`config.mk`:
```
export PLATFORM = sky130hd
export DESIGN_NAME = uart_console_flat
export DESIGN_NICKNAME = d
export VERILOG_FILES = /design/src/rtl/uart_console_pkg.sv /design/src/rtl/uart_console_if.sv /design/src/rtl/uart_console_fifo.sv /design/src/rtl/uart_console.sv /design/src/flat_wrapper.sv
export SDC_FILE = /design/constraint.sdc
export NUM_CORES = 1
export LEC_CHECK = 0
export BUFFER_PORTS_ARGS = -buffer_cell sky130_fd_sc_hd__buf_2
export CAP_MARGIN = 5
export CELL_PAD_IN_SITES_DETAIL_PLACEMENT = 2
export CELL_PAD_IN_SITES_GLOBAL_PLACEMENT = 2
export CORE_MARGIN = 2
export CORE_UTILIZATION = 45
export CTS_CLUSTER_SIZE = 8
export DETAILED_ROUTE_END_ITERATION = 8
export GPL_TIMING_DRIVEN = 0
export MAX_ROUTING_LAYER = met4
export PLACE_DENSITY_LB_ADDON = 0.1
export SYNTH_ARGS = -nofsm -noshare
export SYNTH_HDL_FRONTEND = slang
export SYNTH_SLANG_ARGS = --single-unit
```
`constraint.sdc`:
```
create_clock -name clock -period 3.6 [get_ports clock]
set_input_delay 0.18 -clock clock [delete_from_list [all_inputs] [get_ports clock]]
set_output_delay 0.18 -clock clock [all_outputs]
set_load 0.05 [all_outputs]
```
`src/rtl/uart_console_pkg.sv`:
```
// Shared FSM encoding and defaults for the console UART.
// Defining UART_CONSOLE_PARITY_EN adds the even-parity state (8E1 frames).
package uart_console_pkg;

  localparam logic [7:0]  CONSOLE_ADDR_DEF = 8'hFF;
  localparam int unsigned UART_DIV_DEF     = 434;

`ifdef UART_CONSOLE_PARITY_EN
  typedef enum logic [2:0] {ST_IDLE, ST_START, ST_DATA, ST_PARITY, ST_STOP} txState_t;
`else
  typedef enum logic [1:0] {ST_IDLE, ST_START, ST_DATA, ST_STOP} txState_t;
`endif

endpackage

```
`src/rtl/uart_console_if.sv`:
```
// MEM-stage store snoop bus feeding the console sink.
interface uart_console_if;
  logic        wren;
  logic [7:0]  addr;
  logic [31:0] din;

  modport master (output wren, addr, din);
  modport slave  (input  wren, addr, din);
endinterface

```
`src/rtl/uart_console_fifo.sv`:
```
// Synchronous FIFO buffering console bytes between store snooping and the TX FSM.
module console_fifo #(
  parameter int unsigned FIFO_DEPTH = 16,
  parameter int unsigned WIDTH      = 8
) (
  input  logic                        clock,
  input  logic                        reset,
  input  logic                        push,
  input  logic                        pop,
  input  logic [WIDTH-1:0]            wdata,
  output logic [WIDTH-1:0]            rdata,
  output logic                        full,
  output logic                        empty,
  output logic [$clog2(FIFO_DEPTH):0] count
);

  localparam int unsigned PtrW = $clog2(FIFO_DEPTH);

  logic [WIDTH-1:0] mem [FIFO_DEPTH];
  logic [PtrW-1:0]  wrPtrQ, rdPtrQ;
  logic [PtrW:0]    countQ;
  logic             doPush, doPop;

  assign full   = (countQ == (PtrW+1)'(FIFO_DEPTH));
  assign empty  = (countQ == '0);
  assign doPush = push && !full;
  assign doPop  = pop && !empty;
  assign rdata  = mem[rdPtrQ];
  assign count  = countQ;

  // Pointers wrap naturally because the depth is a power of two.
  always_ff @(posedge clock or posedge reset) begin
    if (reset) begin
      wrPtrQ <= '0;
      rdPtrQ <= '0;
      countQ <= '0;
    end else begin
      if (doPush) wrPtrQ <= wrPtrQ + 1'b1;
      if (doPop)  rdPtrQ <= rdPtrQ + 1'b1;
      if (doPush && !doPop)      countQ <= countQ + 1'b1;
      else if (doPop && !doPush) countQ <= countQ - 1'b1;
    end
  end

  always_ff @(posedge clock) begin
    if (doPush) mem[wrPtrQ] <= wdata;
  end

endmodule

```
`src/rtl/uart_console.sv`:
```
// Console sink: captures byte stores to CONSOLE_ADDR and serialises them as UART frames.
// UART_CONSOLE_PARITY_EN selects 8E1 framing instead of 8N1.
module uart_console
  import uart_console_pkg::*;
#(
  parameter int unsigned CLK_DIV      = UART_DIV_DEF,
  parameter int unsigned FIFO_DEPTH   = 16,
  parameter logic [7:0]  CONSOLE_ADDR = CONSOLE_ADDR_DEF
) (
  input  logic           clock,
  input  logic           reset,
  uart_console_if.slave  bus,
  output logic           tx,
  output logic           busy,
  output logic           full,
  output logic           overflow
);

  localparam int unsigned      BaudW    = $clog2(CLK_DIV);
  localparam logic [BaudW-1:0] BaudLoad = BaudW'(CLK_DIV - 1);

  txState_t                    stateQ, stateD;
  logic [BaudW-1:0]            baudQ, baudD;
  logic [2:0]                  bitIdxQ, bitIdxD;
  logic [7:0]                  shiftQ, shiftD;
  logic                        overflowQ;
  logic                        hit, push, pop;
  logic                        fifoFull, fifoEmpty;
  logic [7:0]                  fifoData;
  logic [$clog2(FIFO_DEPTH):0] fifoCount;
  logic                        unusedDin;
`ifdef UART_CONSOLE_PARITY_EN
  logic                        parityQ, parityD;
`endif

  assign hit       = bus.wren && (bus.addr == CONSOLE_ADDR);
  assign push      = hit && !fifoFull;
  assign unusedDin = ^bus.din[31:8];

  console_fifo #(
    .FIFO_DEPTH (FIFO_DEPTH),
    .WIDTH      (8)
  ) u_fifo (
    .clock (clock),
    .reset (reset),
    .push  (push),
    .pop   (pop),
    .wdata (bus.din[7:0]),
    .rdata (fifoData),
    .full  (fifoFull),
    .empty (fifoEmpty),
    .count (fifoCount)
  );

  always_ff @(posedge clock or posedge reset) begin
    if (reset) stateQ <= ST_IDLE;
    else       stateQ <= stateD;
  end

  always_ff @(posedge clock or posedge reset) begin
    if (reset) begin
      baudQ     <= '0;
      bitIdxQ   <= '0;
      shiftQ    <= '0;
      overflowQ <= 1'b0;
`ifdef UART_CONSOLE_PARITY_EN
      parityQ   <= 1'b0;
`endif
    end else begin
      baudQ   <= baudD;
      bitIdxQ <= bitIdxD;
      shiftQ  <= shiftD;
`ifdef UART_CONSOLE_PARITY_EN
      parityQ <= parityD;
`endif
      if (hit && fifoFull) overflowQ <= 1'b1;
    end
  end

  always_comb begin
    stateD  = stateQ;
    baudD   = baudQ;
    bitIdxD = bitIdxQ;
    shiftD  = shiftQ;
    pop     = 1'b0;
`ifdef UART_CONSOLE_PARITY_EN
    parityD = parityQ;
`endif
    unique case (stateQ)
      ST_IDLE: begin
        if (!fifoEmpty) begin
          pop    = 1'b1;
          shiftD = fifoData;
          baudD  = BaudLoad;
          stateD = ST_START;
`ifdef UART_CONSOLE_PARITY_EN
          parityD = ^fifoData;
`endif
        end
      end
      ST_START: begin
        if (baudQ == '0) begin
          baudD   = BaudLoad;
          bitIdxD = '0;
          stateD  = ST_DATA;
        end else begin
          baudD = baudQ - 1'b1;
        end
      end
      ST_DATA: begin
        if (baudQ == '0) begin
          baudD = BaudLoad;
          if (bitIdxQ == 3'd7) begin
`ifdef UART_CONSOLE_PARITY_EN
            stateD = ST_PARITY;
`else
            stateD = ST_STOP;
`endif
          end else begin
            bitIdxD = bitIdxQ + 1'b1;
            shiftD  = shiftQ >> 1;
          end
        end else begin
          baudD = baudQ - 1'b1;
        end
      end
`ifdef UART_CONSOLE_PARITY_EN
      ST_PARITY: begin
        if (baudQ == '0) begin
          baudD  = BaudLoad;
          stateD = ST_STOP;
        end else begin
          baudD = baudQ - 1'b1;
        end
      end
`endif
      ST_STOP: begin
        if (baudQ == '0) begin
          // Pop on the last stop cycle so a queued byte starts with no idle gap.
          if (!fifoEmpty) begin
            pop    = 1'b1;
            shiftD = fifoData;
            baudD  = BaudLoad;
            stateD = ST_START;
`ifdef UART_CONSOLE_PARITY_EN
            parityD = ^fifoData;
`endif
          end else begin
            stateD = ST_IDLE;
          end
        end else begin
          baudD = baudQ - 1'b1;
        end
      end
      default: stateD = ST_IDLE;
    endcase
  end

  always_comb begin
    tx = 1'b1;
    unique case (stateQ)
      ST_START:  tx = 1'b0;
      ST_DATA:   tx = shiftQ[0];
`ifdef UART_CONSOLE_PARITY_EN
      ST_PARITY: tx = parityQ;
`endif
      default:   tx = 1'b1;
    endcase
  end

  assign busy     = (stateQ != ST_IDLE) || (fifoCount != '0);
  assign full     = fifoFull;
  assign overflow = overflowQ;

endmodule
```
`src/flat_wrapper.sv`:
```
// flat-port wrapper written by rule: the top's interface ports become plain ports
module uart_console_flat import uart_console_pkg::*;
#(
  parameter int unsigned CLK_DIV      = UART_DIV_DEF,
  parameter int unsigned FIFO_DEPTH   = 16,
  parameter logic [7:0]  CONSOLE_ADDR = CONSOLE_ADDR_DEF
)
  (clock, reset, tx, busy, full, overflow, bus_wren, bus_addr, bus_din);
  uart_console_if bus_i ();
  input  logic clock;
  input  logic reset;
  output logic tx;
  output logic busy;
  output logic full;
  output logic overflow;
  input wire logic [$bits(bus_i.wren)-1:0] bus_wren;
  input wire logic [$bits(bus_i.addr)-1:0] bus_addr;
  input wire logic [$bits(bus_i.din)-1:0] bus_din;
  assign bus_i.wren = bus_wren;
  assign bus_i.addr = bus_addr;
  assign bus_i.din = bus_din;
  uart_console #(.CLK_DIV(CLK_DIV), .FIFO_DEPTH(FIFO_DEPTH), .CONSOLE_ADDR(CONSOLE_ADDR)) u_core (.clock(clock), .reset(reset), .bus(bus_i), .tx(tx), .busy(busy), .full(full), .overflow(overflow));
endmodule
```
# Yosys cells after proc, flatten, opt, wreduce, memory -nomap -nowiden
# Memories as Yosys holds them, arrays and structs flattened.
# Index checks and enable logic that the tools add are counted.
dict set report op_classes {
  n_mux 28
  n_eq_ne 12
  addsub 6
  n_reduce_logical 24
}
# cell n
set ops {}
lappend ops {{$mux W8} 4}
lappend ops {{$mux W9} 3}
lappend ops {{$pmux W9 S3} 1}
lappend ops {{$pmux W8 S3} 1}
lappend ops {{$mux W2} 5}
lappend ops {{$mux W5} 2}
lappend ops {{$logic_not A9 Y1} 1}
lappend ops {{$mux W3} 3}
lappend ops {{$sub A9 B1 Y9 const B} 1}
lappend ops {{$add A4 B1 Y4 const B} 2}
lappend ops {{$eq A8 B8 Y1 const B} 1}
lappend ops {{$ne A2 B1 Y1 const B} 4}
lappend ops {{$pmux W2 S4} 1}
lappend ops {{$reduce_and A4 Y1} 2}
lappend ops {{$logic_and A1 B1 Y1} 7}
lappend ops {{$pmux W3 S2} 1}
lappend ops {{$reduce_bool A2 Y1} 3}
lappend ops {{$add A5 B1 Y5 const B} 1}
lappend ops {{$eq A5 B5 Y1 const B} 1}
lappend ops {{$logic_not A5 Y1} 1}
lappend ops {{$mux W1} 5}
lappend ops {{$reduce_and A5 Y1} 1}
lappend ops {{$reduce_bool A5 Y1} 1}
lappend ops {{$sub A5 B1 Y5 const B} 1}
lappend ops {{other kinds (11)} 17}
dict set report word_totals {
  n_memories 1
  wordCells 79
  ramBits 128
  regBits 36
}
# memory depth width rd rd_clocked_by_memory_dff wr line
set mem_list {}
lappend mem_list {u_core.u_fifo.mem 16 8 1 0 1 uart_console_fifo.sv:19} ;# logic [WIDTH-1:0] mem [FIFO_DEPTH];

# Logic depth before layout (Yosys ltp)
dict set report depth {
  ltp_word 8
  depth_mapped 14
  depth_no_buf 14
}

# Cells and area by module
# From an unflattened synthesis, not the netlist that was laid out.
dict set report hier_totals {
  cells_unflattened 467
  hier_area_um2 7238.2
}
# module area_each_um2 cells_per_inst instances seq_area_each_um2
set modules_own_cells {}
lappend modules_own_cells {console_fifo 5774.3 323 1 4169.0}
lappend modules_own_cells {uart_console 1463.9 144 1 575.6}

# Least setup slack after synthesis
# OpenSTA, ideal clock, no wires.
dict set report synth_path {
  path_kind {register -> register}
  startpoint {register u_core.u_fifo.countQ[0] (netlist: u_core.u_fifo.count[0])}
  endpoint {register u_core.u_fifo.countQ[4] (netlist: u_core.u_fifo.count[4])}
  stages_incl_launch_ff 13
  path_slack_ns 0.486
  n_path_buf 1
  setup_ns 0.079
  synth_period_minus_slack_ns 3.114
  arrival_ns 3.035
  cell_sequence {dfrtp_1 -> nor4_1 -> and2_1 -> nor2b_1 -> clkbuf_1 -> ha_1 -> inv_1 -> ha_1 -> nor2b_1 -> o21a_1 -> or3_1 -> a21oi_1 -> xor2_1}
}
# item line
set synth_rtl {}
lappend synth_rtl {{from (decl)} uart_console_fifo.sv:21} ;# logic [PtrW:0] countQ;
lappend synth_rtl {{from (signal assigned)} uart_console_fifo.sv:40} ;# if (doPush && !doPop) countQ <= countQ + 1'b1;
lappend synth_rtl {{from (signal assigned)} uart_console_fifo.sv:41} ;# else if (doPop && !doPush) countQ <= countQ - 1'b1;
lappend synth_rtl {{$eq A5 B5 Y1 (*)} uart_console_fifo.sv:24} ;# assign full = (countQ == (PtrW+1)'(FIFO_DEPTH));
lappend synth_rtl {{via full} flat_wrapper.sv:14} ;# output logic full;
lappend synth_rtl {{$logic_not A1 Y1 (*)} {uart_console_fifo.sv:26, uart_console.sv:37}}
lappend synth_rtl {{$logic_and A1 B1 Y1} uart_console.sv:37} ;# assign push = hit && !fifoFull;
lappend synth_rtl {{$logic_and A1 B1 Y1 (*)} uart_console_fifo.sv:26} ;# assign doPush = push && !full;
lappend synth_rtl {{via u_core.u_fifo.doPush} uart_console_fifo.sv:22} ;# logic doPush, doPop;
lappend synth_rtl {{$logic_not A1 Y1} uart_console_fifo.sv:41}
lappend synth_rtl {{$logic_and A1 B1 Y1} uart_console_fifo.sv:41}
lappend synth_rtl {{$reduce_bool A2 Y1 (no line)} --}
# The timed path passes the listed nets; every way through them passes the cells marked *. The select of a mux whose other input is x is not followed.
# A chain may end at the register's enable or synchronous reset.

# Worst setup path after layout
dict set report layout_path {
  startpoint {register u_core.baudQ[0]}
  endpoint {register u_core.u_fifo.countQ[4] (netlist: u_core.u_fifo.count[4])}
}
dict set report layout_via {
  elab_chain_len 7
}
# item line
set layout_lines {}
lappend layout_lines {{from (decl)} uart_console.sv:23} ;# logic [BaudW-1:0] baudQ, baudD;
lappend layout_lines {{from (signal assigned)} uart_console.sv:70} ;# baudQ <= baudD;
lappend layout_lines {{$logic_not A9 Y1 (*)} uart_console.sv:138} ;# if (baudQ == '0) begin
lappend layout_lines {{$mux W1 (*)} uart_console.sv:138}
lappend layout_lines {{$pmux W1 S2 (*)} uart_console.sv:89} ;# unique case (stateQ)
lappend layout_lines {{$logic_and A1 B1 Y1 (*)} uart_console_fifo.sv:27} ;# assign doPop = pop && !empty;
lappend layout_lines {{$logic_not A1 Y1} uart_console_fifo.sv:40}
lappend layout_lines {{$logic_and A1 B1 Y1} uart_console_fifo.sv:40}
lappend layout_lines {{$mux W5 or $reduce_bool A2 Y1 (tied branches)} --}
# Mark *: on every way between the ends. The rest lies on a longest branch, timed or not.

==> run_results.csv <==
group,metric,value,unit
run_status,outcome,"completed",
synth,synth_seq_area_share,67.3,%
min_path,min_path_cells,4,
layout,antenna_cells,0,
timing,min_period,3350,ps
die,core_area,15300,um^2
synth,ys_types,52,
layout,nets,549,
min_path,hp-class,"in2reg",
global_routing,grt_use_total,25.1,%
clock_network,cts_tree,"built",
place,gp_congestion,0.784,
synth,ys_seq_elements,164,
timing,clock-skew-final,14.0,ps
critical_path,crit_required,3960,ps
routing,ant_nets,0,
die,start_util,46.2,%
clock_network,clock_sinks,164,
critical_path,cp_cell_sequence,"inv_1 > ha_1 > nor4b_4 > a31oi_1 > nor3_4 > inv_1 > ha_1 > inv_1 > ha_1 > nor2b_1 > o21a_1 > or3_1 > a21oi_1 > xor2_1",
timing,tightest_slew,1010,ps
die,io_pins,47,
synth,avgSynthCellArea,16.1,um^2
routing,wl_per_cell,26.0,um
critical_path,arrival,3710,ps
die,die-area,16700,um^2
power,power.internal,3000,uW
synth,syn-instance-count,438,
timing,final.period_utilization,93.1,%
power,switchingPower,917,uW
power,leakagePower,0.00285,uW
power,power,3910,uW
synth,synth_area,7050,um^2
routing,routed_via_density,5.76,
power,pwr-share-comb,2.0,%
clock_network,h-tree-depth,4,
clock_network,clock_path_buffers,2,
critical_path,path_class,"reg2reg",
layout,layout-drive-gt1-share,22.3,%
critical_path,crit_buf_inv,3,
critical_path,end_kind,"flop",
routing,drc,0,
timing,hold_violations,0,
layout,area_growth,14.5,%
synth,ys.warnings.count,0,
run,max_cap_violations,0,
timing,slew_headroom,32.5,%
layout,fin_util,52.9,%
die,dieWidth,129,um
critical_path,crit_slowest_cell,"dfrtp_1",
global_routing,grt_max_degree,37,
synth,synthArstFlopShare,22.0,%
timing,hold_slack,142,ps
clock_network,clk_pin_slew,70,ps
global_routing,antenna_found_initial,0,
synth,synth-edff-count,128,
timing,drv_slew,0,
critical_path,cpLargestDelayFamily,"simple AND/OR/NAND/NOR gates",
clock_network,clock_latency,440,ps
global_routing,grt-ovfl-total,0,
place,portBuffers,22,
layout,design_area,8080,um^2
power,powerDensity,484,nW/um^2
global_routing,grt_pass1_wl,28.8,mm
die,row_count,45,
routing,drtIter0Drc,250,
routing,vias,4081,
critical_path,startpoint_type,"flop",
routing,drt-total-wl,18.4,mm
place,placed_area,7440,um^2
critical_path,slowest_delay,420,ps
timing,fin_setup_tns,0,ps
critical_path,crit_fanout,4,
critical_path,r2r_cells,14,
power,ir_drop,0.000338,V
layout,final_common_cell,"edfxtp_1",
clock_network,cts_made_buffers,17,
timing,fmax,298,MHz
global_routing,grt_pass1_vias,4593,
power,pwr-share-seq,52.5,%
critical_path,cp.depth,14,
timing,setup_violations,0,
clock_network,cts_root_buf,"clkbuf_16",
synth,synth_nets,502,
routing,dr.pass1.iters,4,
layout,final_cell_mix,"128 x edfxtp_1, 36 x dfrtp_1, 32 x mux4_2",
place,dp_hpwl,12.8,mm
power,pwr-share-clk,45.5,%
synth,synthFlopType,"edfxtp_1",
die,die_y,129,um
power,switching_share,23.4,%
power groups by stage:
stage | combinational [uW] | sequential (uW) | clock [uW]
after floorplan | 30.9 | 2090 | 0
after global placement | 69.2 | 2090 | 0
after detailed placement | 77.5 | 2100 | 0
after CTS | 79.3 | 2050 | 1810
after global routing | 88.2 | 2060 | 1880
final | 77.3 | 2050 | 1780
synthesized netlist by cell type, drive strengths merged, types with 10 or more instances:
cell type | count | area [um^2]
a21oi | 24 | 120
a22oi | 14 | 105
buf | 11 | 58.8
dfrtp | 36 | 901
edfxtp | 128 | 3840
ha | 20 | 250
inv | 20 | 75.1
mux4 | 32 | 721
nand2 | 19 | 71.3
nor2 | 25 | 110
nor3 | 10 | 55.1
o21ai | 18 | 90.1
cells by family (layout without fill, tap and decap cells):
kind of cell,after synthesis,count (layout),synth area share [%]
flip-flops,164,164,67.3
buffers and inverters,39,99,2.34
multiplexers,36,36,10.8
AO/OA/AOI/OAI,86,86,8.25
AND/OR/NAND/NOR,81,81,6.10
adder cells (fa/ha/maj),21,21,3.83
XOR/XNOR,11,11,1.37
stage by stage:
step / cells / setup slack (ps)
finish: 709 / 247
floorplan: 438 / 486
detailed placement: 673 / 48.7
global placement: 671 / 256
CTS: 706 / 38.4
global route: 709 / -6.89
layout make-up:
type	count	area [um^2]
Fill cell	1352	7180
Sequential cell	164	4740
Multi-Input combinational cell	235	2170
Clock buffer	17	425
Tap cell	211	264
Clock inverter	15	155
Timing Repair Buffer	28	155
Buffer	19	90.1
Inverter	20	75.1
worst register-to-register path, delay by kind of cell, from the launching register on:
kind,cells,cell delay (ps)
xor gates and xnor gates,1,170
adders and majority gates,3,730
and+or+nand+nor,4,980
DFF,1,420
AOI/OAI and AO/OA,3,580
buffers and inverters,3,420
per-layer routing:
| metal | global-route usage (%) | share of wire (%) | vias up |
|---|---|---|---|
| met5 | - | 0 | - |
| met4 | 7.48 | 1.2 | 0 |
| met3 | 3.76 | 2.8 | 18 |
| met2 | 40.4 | 51 | 89 |
| met1 | 33.4 | 45 | 2167 |
| li1 | - | - | 1807 |
worst paths after layout:
path | startpoint | to | slack, ps
setup / recovery | u_core.baudQ[0] | u_core.u_fifo.count[4] | 250
hold reg to reg | u_core.overflow | u_core.overflow | 450
setup reg to reg | u_core.baudQ[0] | u_core.u_fifo.count[4] | 250
max in group asynchronous | reset | u_core.shiftQ[4] | 2580
hold / removal | bus_addr[6] | u_core.overflow | 140
min in group asynchronous | reset | u_core.u_fifo.count[0] | 480
what timing repair did:
item,in CTS,in global routing
hold buffers,1,0
pin swaps,0,1
endpoints found under the setup margin,1,1
hold endpoints to repair,36,0
gates resized for setup,1,3
gates cloned,0,0
setup buffers,0,1
sequential cells by signal, summed over array words and instances (netlist names):
signal,flops
u_core.stateQ,2
u_core.shiftQ,8
u_core.u_fifo.count,5
u_core.u_fifo.mem,128
u_core.bitIdxQ,3
u_core.overflow,1
u_core.u_fifo.rdPtrQ,4
u_core.baudQ,9
u_core.u_fifo.wrPtrQ,4
Note: power is estimated with default switching activity, not from simulation.
